### src/rtl/crc32_ieee8023_if.sv
// Byte-strobe bus for the IEEE 802.3 FCS generator/checker.
// The producer side drives the byte and controls, and the CRC block returns the running register and FCS byte.
interface crc32_ieee8023_if;
  logic [7:0]  d;
  logic        load_init;
  logic        calc;
  logic        d_valid;
  logic [31:0] crc_reg;
  logic [7:0]  crc;

  modport master (
    output d, load_init, calc, d_valid,
    input  crc_reg, crc
  );

  modport slave (
    input  d, load_init, calc, d_valid,
    output crc_reg, crc
  );
endinterface

### src/rtl/crc32_ieee8023.sv
// Byte-wide IEEE 802.3 CRC-32 (FCS) generator/checker: absorbs frame bytes, then shifts
// the four FCS bytes out in wire order. crc_reg is the raw register (not inverted, not reflected).
module crc32_ieee8023 (
  input  logic                   clk,
  input  logic                   rstn,
  crc32_ieee8023_if.slave        bus
);

  localparam logic [31:0] POLY = 32'h04C1_1DB7;
  localparam logic [31:0] INIT = 32'hFFFF_FFFF;

  logic [31:0] crc_reg_q;
  logic [31:0] crc_reg_d;
  logic [7:0]  crc_byte;

  // Eight serial LFSR steps unrolled into one XOR network, d[0] entering first.
  function automatic logic [31:0] next_crc(input logic [31:0] c, input logic [7:0] data);
    logic [31:0] r;
    logic        fb;
    r = c;
    for (int unsigned i = 0; i < 8; i++) begin
      fb = r[31] ^ data[i];
      r  = {r[30:0], 1'b0} ^ (fb ? POLY : '0);
    end
    return r;
  endfunction

  always_comb begin
    crc_reg_d = crc_reg_q;
    if (bus.load_init) begin
      crc_reg_d = INIT;
    end else if (bus.d_valid) begin
      if (bus.calc) begin
        crc_reg_d = next_crc(crc_reg_q, bus.d);
      end else begin
        crc_reg_d = {crc_reg_q[23:0], 8'hFF};
      end
    end
  end

  always_ff @(posedge clk or negedge rstn) begin
    if (!rstn) begin
      crc_reg_q <= INIT;
    end else begin
      crc_reg_q <= crc_reg_d;
    end
  end

  // Top byte bit-reversed and inverted, so crc[0] is the first FCS bit on the wire.
  always_comb begin
    crc_byte = '0;
    for (int unsigned i = 0; i < 8; i++) begin
      crc_byte[i] = ~crc_reg_q[31 - i];
    end
  end

  assign bus.crc_reg = crc_reg_q;
  assign bus.crc     = crc_byte;

endmodule

### src/flat_wrapper.sv
// flat-port wrapper written by rule: the top's interface ports become plain ports
module crc32_ieee8023_flat 
  (clk, rstn, bus_d, bus_load_init, bus_calc, bus_d_valid, bus_crc_reg, bus_crc);
  crc32_ieee8023_if bus_i ();
  input  logic clk;
  input  logic rstn;
  input wire logic [$bits(bus_i.d)-1:0] bus_d;
  input wire logic [$bits(bus_i.load_init)-1:0] bus_load_init;
  input wire logic [$bits(bus_i.calc)-1:0] bus_calc;
  input wire logic [$bits(bus_i.d_valid)-1:0] bus_d_valid;
  output wire logic [$bits(bus_i.crc_reg)-1:0] bus_crc_reg;
  output wire logic [$bits(bus_i.crc)-1:0] bus_crc;
  assign bus_i.d = bus_d;
  assign bus_i.load_init = bus_load_init;
  assign bus_i.calc = bus_calc;
  assign bus_i.d_valid = bus_d_valid;
  assign bus_crc_reg = bus_i.crc_reg;
  assign bus_crc = bus_i.crc;
  crc32_ieee8023 u_core (.clk(clk), .rstn(rstn), .bus(bus_i));
endmodule
### config.mk
export PLATFORM = sky130hd
export DESIGN_NAME = crc32_ieee8023_flat
export DESIGN_NICKNAME = d
export VERILOG_FILES = /design/src/rtl/crc32_ieee8023_if.sv /design/src/rtl/crc32_ieee8023.sv /design/src/flat_wrapper.sv
export SDC_FILE = /design/constraint.sdc
export NUM_CORES = 1
export LEC_CHECK = 0
export ABC_AREA = 1
export ABC_CLOCK_PERIOD_IN_PS = 2350
export BUFFER_PORTS_ARGS = -buffer_cell sky130_fd_sc_hd__buf_4
export CAP_MARGIN = 20
export CORE_MARGIN = 2
export CORE_UTILIZATION = 30
export CTS_CLUSTER_DIAMETER = 80
export DETAILED_ROUTE_END_ITERATION = 8
export PLACE_DENSITY = 0.48
export SYNTH_ARGS = -nofsm -noshare
export SYNTH_HDL_FRONTEND = slang
export SYNTH_SLANG_ARGS = --single-unit
### constraint.sdc
create_clock -name clk -period 2.35 [get_ports clk]
set_clock_uncertainty 0.15 [all_clocks]
set_input_delay 0.5875 -clock clk [delete_from_list [all_inputs] [get_ports clk]]
set_output_delay 0.5875 -clock clk [all_outputs]
set_load 0.05 [all_outputs]
==> impl_metrics.yaml <==
worst_setup_path:
  path_common_cell: "nand2_1"
  crit_path_max_incr_delay_ns: 0.58
  critPathLaunchType: "flip-flop"
  reg2reg_depth: 9
  arrival_ns: 2.01
  worstPathRequired_ns: 2.42
  critical_path.top_delay_family: "flip-flops"
  endpoint_kind: "flip-flop"
  path_buf_inv: 1
  path_max_fanout: 4
  crit_slowest_cell: "dfstp_2"
  setup.worst_path.class: "flip-flop to flip-flop"
  worst-path-stages: 9
  cp_cell_sequence: "xor2_2, nand2_1, nand2_1, inv_2, nand2_1, nand2_1, nand3_1, nand3_1, a21oi_1"
finish:
  drive_gt1_share_pct: 32.7
  largest_reg_flops: 32
  area_growth_syn_to_layout_pct: 24.4
  diodes: 0
  nets: 462
  utilization_pct: 38.1
synth:
  avgSynthCellArea_um2: 6.89
  yosysSeqAreaShare_pct: 31.8
  syn_nets: 397
  async_flop_share_pct: 100
  synth_area_leader_cell: "dfstp_2"
  yosysMostFrequentCell: "nand2_1"
  synth_flop_cell: "dfstp_2"
  synthDistinctLibCells: 30
  synth_common_cells: "116 x nand2_1, 42 x inv_1, 35 x nand3_1, 32 x dfstp_2, 27 x a21oi_1"
  synth-edff-count: 0
  yosys-top-cells-area: "dfstp_2 32%, nand2_1 16%, nand3_1 6.6%"
  yosys_warnings: 0
  syn_area_mm2: 0.00265
  ys_seq_elements: 32
  post-synth-top-area-fraction_pct: 31.8
  syn-instance-count: 384
power_and_ir_drop:
  peakVddDrop_v: 0.000242
  power_density_mw_per_mm2: 698
  p_leak_nw: 1.63
clock_network:
  clk_pin_slew_ns: 0.07
  ctsResizeCount: 0
  cts_sinks: 32
  clock_path_buffers: 2
  ctsHoldBuffers: 0
  cts-root-buf: "clkbuf_8"
  cts_setup_buffers: 0
  cts_buffers: 5
  cts_tree: "yes"
  h-tree-depth: 2
  worstSkewPairLatency_ns: 0.29
hold_path:
  holdPathStages: 2
  min_path_type: "flip-flop to flip-flop"
global_route:
  antenna_found_initial: 0
  grt_pass1_wl_mm: 13.3
  grtUsageTotal_pct: 17.3
  grt_max_degree: 33
  grt_pass1_vias: 2597
  overflow: 0
sta:
  min_period_over_period_pct: 82.6
  hold_violations: 0
  totalNegativeSetupSlack_ns: 0
  rsz0062_at_grt: "no"
  finalWorstSetupSlack_ns: 0.409
  setup_violations: 0
  final_max_slew_viol_count: 0
  worst_pin_slew_ns: 0.457
  fmaxAchievable_mhz: 515
  maxSlewHeadroom_pct: 69.5
  fin_crit_ns: 1.94
drt:
  routed.top_layer: "met4"
  met2_length_mm: 3.91
  finalWirelength_mm: 8.00
  first_iter_violations: 124
  viasPerCell: 4.68
  route.met3.wl_um: 287
  drc: 0
  drtAntennaViolNets: 0
  first_pass_iters: 4
  wl_per_cell_um: 14.3
  wl_met1_mm: 3.71
  num_vias: 2614
floorplan:
  die-height_um: 97.9
  row_count: 34
  die_w_um: 97.9
  dieArea_mm2: 0.00959
  initial_core_util_pct: 30.6
  io_pins: 53
  core-area_mm2: 0.00864
placement:
  routabilityCongestion: 0.849
  hpwl_mm: 6.15
  post-place-ws_ns: 0.247
  io_buffer_count: 52
outcome:
  status: "finished, final reports clean"
job:
  max_cap_viol_count: 0
[final timing paths]
path	start	end	slack, ns
min in group asynchronous	rstn	u_core.bus.crc_reg[25]$_DFFE_PN1P_	0.41
hold / removal	u_core.bus.crc_reg[17]$_DFFE_PN1P_	u_core.bus.crc_reg[17]$_DFFE_PN1P_	0.38
hold reg to reg	u_core.bus.crc_reg[17]$_DFFE_PN1P_	u_core.bus.crc_reg[17]$_DFFE_PN1P_	0.38
setup reg to reg	u_core.bus.crc_reg[26]$_DFFE_PN1P_	u_core.bus.crc_reg[13]$_DFFE_PN1P_	0.41
setup / recovery	u_core.bus.crc_reg[26]$_DFFE_PN1P_	u_core.bus.crc_reg[13]$_DFFE_PN1P_	0.41
max in group asynchronous	rstn	u_core.bus.crc_reg[5]$_DFFE_PN1P_	1.60
[tightest hold or removal path, stage by stage (launching register included)]
cell and delay (ns):
dfstp_2 0.39, nor2_1 0.09, a21oi_1 0.05
[through the flow]
| step | instances | hold WS [ns] | instance area (µm²) | power, W |
|---|---|---|---|---|
| after floorplan | 384 | 0.290 | 2650 | 0.00154 |
| after global placement | 550 | 0.365 | 3200 | 0.00185 |
| after detailed placement | 550 | 0.365 | 3200 | 0.00185 |
| after CTS | 558 | 0.381 | 3290 | 0.00232 |
| after global routing | 558 | 0.392 | 3290 | 0.00246 |
| final | 558 | 0.375 | 3290 | 0.00230 |
[kinds of logic (layout without fill, tap and decap cells)]
| kind of cell | after synthesis | count (layout) | synth area share, % |
|---|---|---|---|
| and+or+nand+nor | 206 | 206 | 36.2 |
| buffers and inverters | 63 | 129 | 10.7 |
| AOI/OAI and AO/OA | 56 | 56 | 11.5 |
| DFF | 32 | 32 | 31.8 |
| xor gates and xnor gates | 27 | 27 | 9.79 |
[final cells by class]
cell class / instances / area (µm²)
fillers: 952 / 5340
multi-input cells: 289 / 1520
flip-flops and latches: 32 / 841
repair buffers: 66 / 495
inverters: 55 / 209
well taps: 108 / 135
clock buffers: 8 / 90.1
[report_power, final]
group	internal, W	switching [W]	total [W]	leakage (nW)
logic	0.000366	0.000751	0.00112	1.24
clock network	0.000239	0.000223	0.000462	0.0455
registers	0.000644	0.0000739	0.000717	0.337
[metal layers]
| metal | track usage (%) | vias up |
|---|---|---|
| li1 | - | 1345 |
| met4 | 3.95 | 0 |
| met5 | 0 | - |
| met3 | 2.86 | 8 |
| met2 | 28.9 | 52 |
| met1 | 23.6 | 1209 |
[layout by cell type, fill, tap and decap left out, drive strengths merged, types with 4 or more instances in the layout]
cell,synthesis,layout
a21oi,28,28
buf,2,66
clkbuf,6,8
dfstp,32,32
inv,54,54
nand2,138,138
nand3,37,37
nand3b,4,4
nor2,20,20
o21ai,17,17
o22ai,9,9
xnor2,8,8
xor2,19,19
Note: power is estimated with default switching activity, not from simulation.
